`src/rtl/bitplane_mac_seq.sv`:
```
// bitplane_mac_seq: walks every input-bit x weight-bit x element step of a precision-scalable MAC
module bitplane_mac_seq #(
  parameter int MAXP = 8,
  parameter int PW   = 4,
  parameter int BW   = 3,
  parameter int LENW = 8
) (
  input  logic            clk,
  input  logic            rst,
  input  logic            cfg_valid,
  output logic            cfg_ready,
  input  logic [PW-1:0]   cfg_pi,
  input  logic [PW-1:0]   cfg_pw,
  input  logic            cfg_si,
  input  logic            cfg_sw,
  input  logic            cfg_bin,
  input  logic [LENW-1:0] cfg_len,
  output logic            step_valid,
  input  logic            step_ready,
  output logic [BW-1:0]   i_sel,
  output logic [BW-1:0]   w_sel,
  output logic            sign_i,
  output logic            sign_w,
  output logic            bin,
  output logic [BW:0]     shift,
  output logic            neg,
  output logic            acc_clr,
  output logic            acc_last,
  output logic [LENW-1:0] elem,
  output logic            done,
  output logic            err
);
  typedef enum logic [1:0] {IDLE, RUN, DONE} state_t;
  state_t state_q, state_d;
  logic [PW-1:0] pi_q, pw_q, c_pi, c_pw;
  logic [LENW-1:0] len_q, c_len, e_q, e_d;
  logic si_q, sw_q, bin_q, c_si, c_sw, c_bin;
  logic [BW-1:0] i_q, i_d, w_q, w_d;
  logic v_q, v_d, rdy_q, done_q, done_d, err_q, err_d;
  logic sign_i_q, sign_i_d, sign_w_q, sign_w_d, neg_q, neg_d, bin_o_q, bin_o_d;
  logic clr_q, clr_d, last_q, last_d;
  logic [BW:0] shift_q, shift_d;
  logic accept, illegal, hs, w_end, i_end;
  assign accept  = state_q == IDLE && cfg_valid && rdy_q;
  assign illegal = cfg_pi == '0 || cfg_pw == '0 || cfg_len == '0 ||
                   cfg_pi > PW'(MAXP) || cfg_pw > PW'(MAXP);
  assign hs      = v_q && step_ready;
  assign w_end   = PW'(w_q) == pw_q - PW'(1);
  assign i_end   = PW'(i_q) == pi_q - PW'(1);
  // Flags for the first step are derived from the incoming configuration, later ones from the latched copy
  assign c_pi  = accept ? (cfg_bin ? PW'(1) : cfg_pi) : pi_q;
  assign c_pw  = accept ? (cfg_bin ? PW'(1) : cfg_pw) : pw_q;
  assign c_si  = accept ? cfg_si & ~cfg_bin : si_q;
  assign c_sw  = accept ? cfg_sw & ~cfg_bin : sw_q;
  assign c_bin = accept ? cfg_bin : bin_q;
  assign c_len = accept ? cfg_len : len_q;
  always_comb begin
    state_d = state_q;
    i_d     = i_q;
    w_d     = w_q;
    e_d     = e_q;
    v_d     = v_q;
    done_d  = 1'b0;
    err_d   = 1'b0;
    unique case (state_q)
      IDLE: if (accept) begin
        state_d = illegal ? DONE : RUN;
        v_d     = ~illegal;
        done_d  = illegal;
        err_d   = illegal;
      end
      RUN: if (hs) begin
        state_d = last_q ? DONE : RUN;
        v_d     = ~last_q;
        done_d  = last_q;
        w_d     = (last_q || w_end) ? '0 : w_q + BW'(1);
        i_d     = last_q ? '0 : w_end ? (i_end ? '0 : i_q + BW'(1)) : i_q;
        e_d     = last_q ? '0 : (w_end && i_end) ? e_q + LENW'(1) : e_q;
      end
      default: state_d = IDLE;
    endcase
    sign_i_d = v_d & c_si & (PW'(i_d) == c_pi - PW'(1));
    sign_w_d = v_d & c_sw & (PW'(w_d) == c_pw - PW'(1));
    neg_d    = sign_i_d ^ sign_w_d;
    bin_o_d  = v_d & c_bin;
    shift_d  = {1'b0, i_d} + {1'b0, w_d};
    clr_d    = v_d & ~|i_d & ~|w_d & ~|e_d;
    last_d   = v_d & (e_d == c_len - LENW'(1)) & (PW'(i_d) == c_pi - PW'(1)) &
               (PW'(w_d) == c_pw - PW'(1));
  end
  always_ff @(posedge clk) begin
    if (rst) begin
      state_q  <= IDLE;
      {pi_q, pw_q, si_q, sw_q, bin_q, len_q} <= '0;
      {i_q, w_q, e_q, v_q, rdy_q, done_q, err_q} <= '0;
      {sign_i_q, sign_w_q, neg_q, bin_o_q, shift_q, clr_q, last_q} <= '0;
    end else begin
      state_q  <= state_d;
      if (accept) {pi_q, pw_q, si_q, sw_q, bin_q, len_q} <= {c_pi, c_pw, c_si, c_sw, c_bin, c_len};
      i_q      <= i_d;
      w_q      <= w_d;
      e_q      <= e_d;
      v_q      <= v_d;
      rdy_q    <= state_d == IDLE;
      done_q   <= done_d;
      err_q    <= err_d;
      sign_i_q <= sign_i_d;
      sign_w_q <= sign_w_d;
      neg_q    <= neg_d;
      bin_o_q  <= bin_o_d;
      shift_q  <= shift_d;
      clr_q    <= clr_d;
      last_q   <= last_d;
    end
  end
  assign cfg_ready  = rdy_q;
  assign step_valid = v_q;
  assign i_sel      = i_q;
  assign w_sel      = w_q;
  assign elem       = e_q;
  assign sign_i     = sign_i_q;
  assign sign_w     = sign_w_q;
  assign neg        = neg_q;
  assign bin        = bin_o_q;
  assign shift      = shift_q;
  assign acc_clr    = clr_q;
  assign acc_last   = last_q;
  assign done       = done_q;
  assign err        = err_q;
endmodule

```
`config.mk`:
```
export PLATFORM = sky130hd
export DESIGN_NAME = bitplane_mac_seq
export DESIGN_NICKNAME = d
export VERILOG_FILES = /design/src/rtl/bitplane_mac_seq.sv
export SDC_FILE = /design/constraint.sdc
export NUM_CORES = 1
export LEC_CHECK = 0
export CAP_MARGIN = 20
export CORE_UTILIZATION = 24
export CTS_CLUSTER_SIZE = 16
export DETAILED_ROUTE_END_ITERATION = 8
export GPL_ROUTABILITY_DRIVEN = 0
export PLACE_DENSITY = 0.48
export SETUP_SLACK_MARGIN = 0.3
export SLEW_MARGIN = 20
export SYNTH_ARGS = -nofsm -noshare
export SYNTH_HDL_FRONTEND = slang
export SYNTH_SLANG_ARGS = --single-unit
```
`constraint.sdc`:
```
create_clock -name clk -period 6.1 [get_ports clk]
set_input_delay 0.915 -clock clk [delete_from_list [all_inputs] [get_ports clk]]
set_output_delay 0.915 -clock clk [all_outputs]
set_load 0.01 [all_outputs]
```
# Word level (Yosys, flattened, before mapping)
# Index checks and enable logic that the tools add are counted.
# word_totals
n_memories	0
ramBits	0
romBits	0
latch_bits	0
word_cells	108
reg_bits	49
# op_classes
muxes	31
eq_ne	6
shifts	0
multipliers	0
n_lt_le_gt_ge	2
reduce_logical	21
n_bitwise	18
addsub	9
div	0
# ops
op	count
two-way mux 8 bit	5
two-way mux 3 bit	8
== test 3 x 4 -> 1 bit	4
two-way mux 4 bit	4
subtractor 4 x 1 -> 4 bit (second input constant)	4
bitwise AND 1 bit	13
adder 8 x 1 -> 8 bit (second input constant)	1
== test 8 bit	1
> comparator 4 bit (second input constant)	2
logical NOT 4 bit	2
logical NOT 8 bit	1
two-way mux 2 bit	4
OR reduction 8 bit	1
subtractor 8 x 1 -> 8 bit (second input constant)	1
two-way mux 1 bit	7
adder 3 x 1 -> 3 bit (second input constant)	2
OR reduction 3 bit	2
logical OR 1 bit	5
adder 3 x 3 -> 4 bit	1
logical AND 1 bit	4
logical NOT 2 bit	2
NOT 1 bit	4
case mux 1 bit (2 select lines)	2
case mux 2 bit (2 select lines)	1
4 further kinds	6

# Logic depth before layout (Yosys ltp)
# logic_depth
ltp_word	12
depth_mapped	13

# Least setup slack after synthesis
# No wires, ideal clock.
# synth_timing
kind	input-to-reg
start	input port cfg_valid
end	register last_q, in the netlist acc_last
setup_ns	0.103
t_required_ns	5.997
cell_stages	12
arrival_ns	3.696
setup_slack_ns	2.300
path_buffers	3
path_cell_list	nor4bb_1 -> buf_2 -> buf_2 -> buf_1 -> mux2i_1 -> ha_1 -> xor2_1 -> nor2_1 -> o31a_1 -> nor4_1 -> nand4_1 -> a2111oi_2
# synth_between
elab_chain_len	8
word_cells_on_any_way	16
cone_classes	add/sub (3); eq/ne (3); mux (5); bitwise (3); reduce/logical (2)
# synth_lines
element	line	source
start, declared	10	input logic cfg_valid,
logical AND 1 bit (*) (2 in a row)	44	assign accept = state_q == IDLE && cfg_valid && rdy_q;
two-way mux 8 bit	56	assign c_len = accept ? cfg_len : len_q;
subtractor 8 x 1 -> 8 bit	88	last_d = v_d & (e_d == c_len - LENW'(1)) & (PW'(i_d) == c_pi - PW'(1)) &
== test 8 bit	88	
bitwise AND 1 bit (2 in a row)	88	
bitwise AND 1 bit (*)	88	
end signal, assigned	113	last_q <= last_d;
end, declared	41	logic clr_q, clr_d, last_q, last_d;
# Every way passes the cells marked *; elsewhere a longest branch is shown, timed or not.
# A chain may end at the register's enable or synchronous reset.

# Worst setup path after layout
# Same ends and word-level chain as after synthesis.

==> impl_results.html <==
<table>
<tr><th>Metric</th><th>Value</th></tr>
<tr><th colspan="2">Hold path</th></tr>
<tr><td>Hold Startpoint</td><td>bin_q$_SDFFE_PP0N_</td></tr>
<tr><td>Class of the most critical hold timing path</td><td>reg2reg</td></tr>
<tr><td>Worst hold stages</td><td>2</td></tr>
<tr><td>Worst Hold Path EP</td><td>bin_q$_SDFFE_PP0N_</td></tr>
<tr><th colspan="2">Place</th></tr>
<tr><td>PortBufs</td><td>50</td></tr>
<tr><td>Cell area after placement</td><td>0.00430 mm^2</td></tr>
<tr><td>Placed wire-length estimate</td><td>8470 um</td></tr>
<tr><th colspan="2">STA</th></tr>
<tr><td>Final period util</td><td>0.698</td></tr>
<tr><td>Worst setup skew after layout</td><td>11.5 ps</td></tr>
<tr><td>Worst-Margin Slew</td><td>885 ps</td></tr>
<tr><td>Post-route minimum period</td><td>4260 ps</td></tr>
<tr><td>Count of endpoints failing setup in the final report</td><td>0</td></tr>
<tr><td>Highest Clock Rate</td><td>235 MHz</td></tr>
<tr><td>Pins Over Slew Limit</td><td>0</td></tr>
<tr><td>Final hold viol count</td><td>0</td></tr>
<tr><td>Setup repair after global routing missed its margin</td><td>false</td></tr>
<tr><td>Setup Total Neg Slack</td><td>0 ps</td></tr>
<tr><td>Fin Hold WS</td><td>460 ps</td></tr>
<tr><td>Slew margin rel.</td><td>0.410</td></tr>
<tr><th colspan="2">Cells and area</th></tr>
<tr><td>Post-route standard cell area excluding fillers</td><td>0.00445 mm^2</td></tr>
<tr><td>Share of layout cells above drive strength 1</td><td>0.0552</td></tr>
<tr><td>Count of antenna diodes in the layout</td><td>0</td></tr>
<tr><td>Synth-to-layout area growth</td><td>22.6%</td></tr>
<tr><td>Layout Nets</td><td>541</td></tr>
<tr><th colspan="2">Setup path</th></tr>
<tr><td>Critical-path cell list</td><td>clkdlybuf4s50_1 -&gt; nor4bb_4 -&gt; mux2i_1 -&gt; ha_1 -&gt; xor2_1 -&gt; nor2_1 -&gt; o31a_1 -&gt; nor4_1 -&gt; nand4_1 -&gt; a2111oi_2</td></tr>
<tr><td>Slowest stage cell on the critical path</td><td>sky130_fd_sc_hd__nor4bb_4</td></tr>
<tr><td>Number of cells on the worst reg-to-reg path</td><td>9</td></tr>
<tr><td>Type of destination of the critical path</td><td>register</td></tr>
<tr><td>Launch instance of the worst register-to-register path</td><td>state_q[0]$_SDFF_PP0_</td></tr>
<tr><td>Category of cells accounting for the largest share of critical-path delay</td><td>simple AND/OR/NAND/NOR gates</td></tr>
<tr><td>Required time at the worst-slack endpoint</td><td>6290 ps</td></tr>
<tr><td>Destination of the worst register-to-register timing path</td><td>acc_last$_SDFF_PP0_</td></tr>
<tr><td>Crit path buffers/inverters</td><td>1</td></tr>
<tr><td>Kind of critical path</td><td>in2reg</td></tr>
<tr><td>Register-to-Register Setup Slack</td><td>2580 ps</td></tr>
<tr><td>WP data arrival</td><td>4450 ps</td></tr>
<tr><td>Worst stage delay on the critical path</td><td>680 ps</td></tr>
<tr><td>Largest fanout on the critical path</td><td>10</td></tr>
<tr><td>Nature of the critical path startpoint</td><td>primary input</td></tr>
<tr><th colspan="2">Detailed routing</th></tr>
<tr><td>Vias after detailed routing</td><td>3,668</td></tr>
<tr><td>Drc violations</td><td>8</td></tr>
<tr><td>Wirelength, routed</td><td>11,400 um</td></tr>
<tr><td>Remaining number of nets flagged by the antenna check after routing</td><td>0</td></tr>
<tr><td>DR WL/cell</td><td>16.5 um</td></tr>
<tr><td>Ratio of routed vias to standard cells</td><td>5.31</td></tr>
<tr><td>Drt initial violations</td><td>220</td></tr>
<tr><td>Total iterations of the first detailed-routing run</td><td>6</td></tr>
<tr><th colspan="2">Floorplan</th></tr>
<tr><td>Starting utilization of the core area</td><td>0.248</td></tr>
<tr><td>Horiz. Die Dim</td><td>125 um</td></tr>
<tr><td>Placement Rows</td><td>44</td></tr>
<tr><td>Die Area</td><td>0.0156 mm^2</td></tr>
<tr><td>Chip height</td><td>125 um</td></tr>
<tr><td>Placeable core region</td><td>0.0146 mm^2</td></tr>
<tr><td># IOs</td><td>51</td></tr>
<tr><th colspan="2">Yosys</th></tr>
<tr><td>Portion of synthesized cell area occupied by the leading cell type</td><td>0.271</td></tr>
<tr><td>Dominant combinational cell family by area after synthesis</td><td>simple AND/OR/NAND/NOR gates</td></tr>
<tr><td>Yosys reg bits</td><td>49</td></tr>
<tr><td>Count of flip-flops with a built-in enable after synthesis</td><td>0</td></tr>
<tr><td>Mux cell area share after synthesis</td><td>0.0507</td></tr>
<tr><td>Avg Inst Size Synth</td><td>7.71 um^2</td></tr>
<tr><td>Most instantiated library cell after synthesis</td><td>sky130_fd_sc_hd__nor2_1</td></tr>
<tr><td>Number of cells produced by synthesis</td><td>470</td></tr>
<tr><td>Most frequent cells after synthesis</td><td>sky130_fd_sc_hd__nor2_1 (66), sky130_fd_sc_hd__dfxtp_1 (49), sky130_fd_sc_hd__nand2_1 (38), sky130_fd_sc_hd__a21oi_1 (26), sky130_fd_sc_hd__nor3_1 (22)</td></tr>
<tr><td>Netlist cell types</td><td>75</td></tr>
<tr><td>Cell Area, Synth</td><td>0.00363 mm^2</td></tr>
<tr><td>Top cell type by total area after synthesis</td><td>sky130_fd_sc_hd__dfxtp_1</td></tr>
<tr><td>XOR/XNOR Fraction of Synth Area</td><td>0.0504</td></tr>
<tr><td>Part of the Yosys area used for sequential elements</td><td>0.271</td></tr>
<tr><td>Mapped Nets</td><td>505</td></tr>
<tr><td>Yosys synthesis warning count</td><td>0</td></tr>
<tr><td>Top flip-flop cell by instance count after synthesis</td><td>sky130_fd_sc_hd__dfxtp_1</td></tr>
<tr><td>Synth Area in Compound Gates</td><td>0.197</td></tr>
<tr><td>Simple-gate share of the synthesized area</td><td>0.340</td></tr>
<tr><td>Top post-synthesis cells by area</td><td>sky130_fd_sc_hd__dfxtp_1 (27%), sky130_fd_sc_hd__nor2_1 (6.8%), sky130_fd_sc_hd__mux2i_1 (4.1%)</td></tr>
<tr><td>Synthesized-area fraction occupied by adder cells</td><td>0.0435</td></tr>
<tr><td>Fraction of registers with async set/reset</td><td>0</td></tr>
<tr><th colspan="2">Global route</th></tr>
<tr><td>GRT overflow</td><td>0</td></tr>
<tr><td>Global router's overall resource usage</td><td>0.148</td></tr>
<tr><td>Number of global-route vias before repair</td><td>3,643</td></tr>
<tr><td>Antenna violations before repair</td><td>0</td></tr>
<tr><td>Global-route wire length before repair</td><td>18,600 um</td></tr>
<tr><td>Largest net degree at the start of global routing</td><td>43</td></tr>
<tr><th colspan="2">Pwr</th></tr>
<tr><td>Static Leakage</td><td>0.00161 uW</td></tr>
<tr><td>Power Dens Cells</td><td>189 mW/mm^2</td></tr>
<tr><td>Worst IR Drop VDD</td><td>99.3 uV</td></tr>
<tr><th colspan="2">Clocking</th></tr>
<tr><td>Clock slew at reported path FFs</td><td>70 ps</td></tr>
<tr><td>Clock insertion delay at the later pin of the skew report</td><td>300 ps</td></tr>
<tr><td>Longest Clk Path Bufs</td><td>2</td></tr>
<tr><td>Clock tree from TritonCTS</td><td>yes</td></tr>
<tr><td>Post-CTS Setup Inserts</td><td>0</td></tr>
<tr><td>Count of instances resized after the clock tree is built</td><td>0</td></tr>
<tr><td>Count of H-tree levels built during CTS</td><td>2</td></tr>
<tr><td>Clock root buffer</td><td>sky130_fd_sc_hd__clkbuf_16</td></tr>
<tr><td># clock sinks</td><td>49</td></tr>
<tr><td>Number of buffers added to fix hold violations after cts</td><td>0</td></tr>
<tr><td>Total clock buffers created by CTS</td><td>5</td></tr>
<tr><th colspan="2">Flow run</th></tr>
<tr><td>Number of max-capacitance violations reported</td><td>0</td></tr>
<tr><th colspan="2">Outcome</th></tr>
<tr><td>Violated checks</td><td>DRC</td></tr>
<tr><td>Outcome</td><td>finished, violations left</td></tr>
</table>
## cell type report
cell class,count,area [um^2]
multi-input combinational,378,2480
clock buffer,5,125
tap,184,230
timing repair buffer,56,546
clock inverter,3,21.3
fill,1570,10200
inverter,16,60.1
sequential,49,981
## logic make-up after synthesis
logic type | after synthesis
simple gates | 231
compound gates | 97
flops | 49
buf+inv | 43
xor+xnor | 20
mux | 18
fa+ha+maj | 12
## tightest hold or removal path, delay by kind of cell (launching register included)
family / cells / cell delay (ps)
flops: 1 / 300
compound gates: 1 / 60
simple gates: 1 / 50
## stage by stage
step | setup slack [ps] | std cells | utilization | power (uW)
4_1_cts | 1820 | 691 | 0.304 | 846
3_3_place_gp | 1710 | 683 | 0.294 | 552
5_1_grt | 1500 | 691 | 0.304 | 885
3_5_place_dp | 1520 | 683 | 0.294 | 556
2_1_floorplan | 2300 | 470 | - | 489
6_report | 1840 | 691 | 0.304 | 841
## power by group
part	switching, uW	internal (uW)
logic	110	94.5
registers	12.5	332
clock network	138	153
total	261	579
## layer usage
| metal | vias to the layer above | share of wire | global-route usage |
|---|---|---|---|
| met4 | 0 | 0.014 | 0.0452 |
| met5 | - | 0 | 0 |
| met3 | 14 | 0.047 | 0.0249 |
| met1 | 1774 | 0.47 | 0.186 |
| li1 | 1790 | - | - |
| met2 | 90 | 0.47 | 0.259 |
## layout by cell type (no fill, tap or decap), drive strengths merged, types with 7 or more instances in the layout
cell type / n
nor2: 66
nor2b: 10
dfxtp: 49
clkdlybuf4s50: 50
and3: 12
nor4: 7
nor3: 23
nand3: 15
inv: 17
a21oi: 26
o21ai: 13
nor3b: 8
nand2: 38
mux2i: 15
xor2: 9
ha: 11
xnor2: 11
## registers in the layout, indices dropped and copies added, names as in the netlist, 2 cells and up
| signal | flops |
|---|---|
| state_q | 2 |
| pi_q | 4 |
| elem | 8 |
| w_sel | 3 |
| shift | 4 |
| len_q | 8 |
| i_sel | 3 |
| pw_q | 4 |
## worst max-delay path by stage
stage / start / endpoint / slack (ps) / cells after the start
after global placement: cfg_valid / acc_last$_SDFF_PP0_ / 1710 / 10
after detailed placement: cfg_valid / acc_last$_SDFF_PP0_ / 1520 / 10
final: cfg_valid / acc_last$_SDFF_PP0_ / 1840 / 10
after global routing: cfg_valid / acc_last$_SDFF_PP0_ / 1500 / 10
after CTS: cfg_valid / acc_last$_SDFF_PP0_ / 1820 / 10
after floorplan: cfg_valid / acc_last$_SDFF_PP0_ / 2300 / 12
Power figures use the tool's default switching activity.
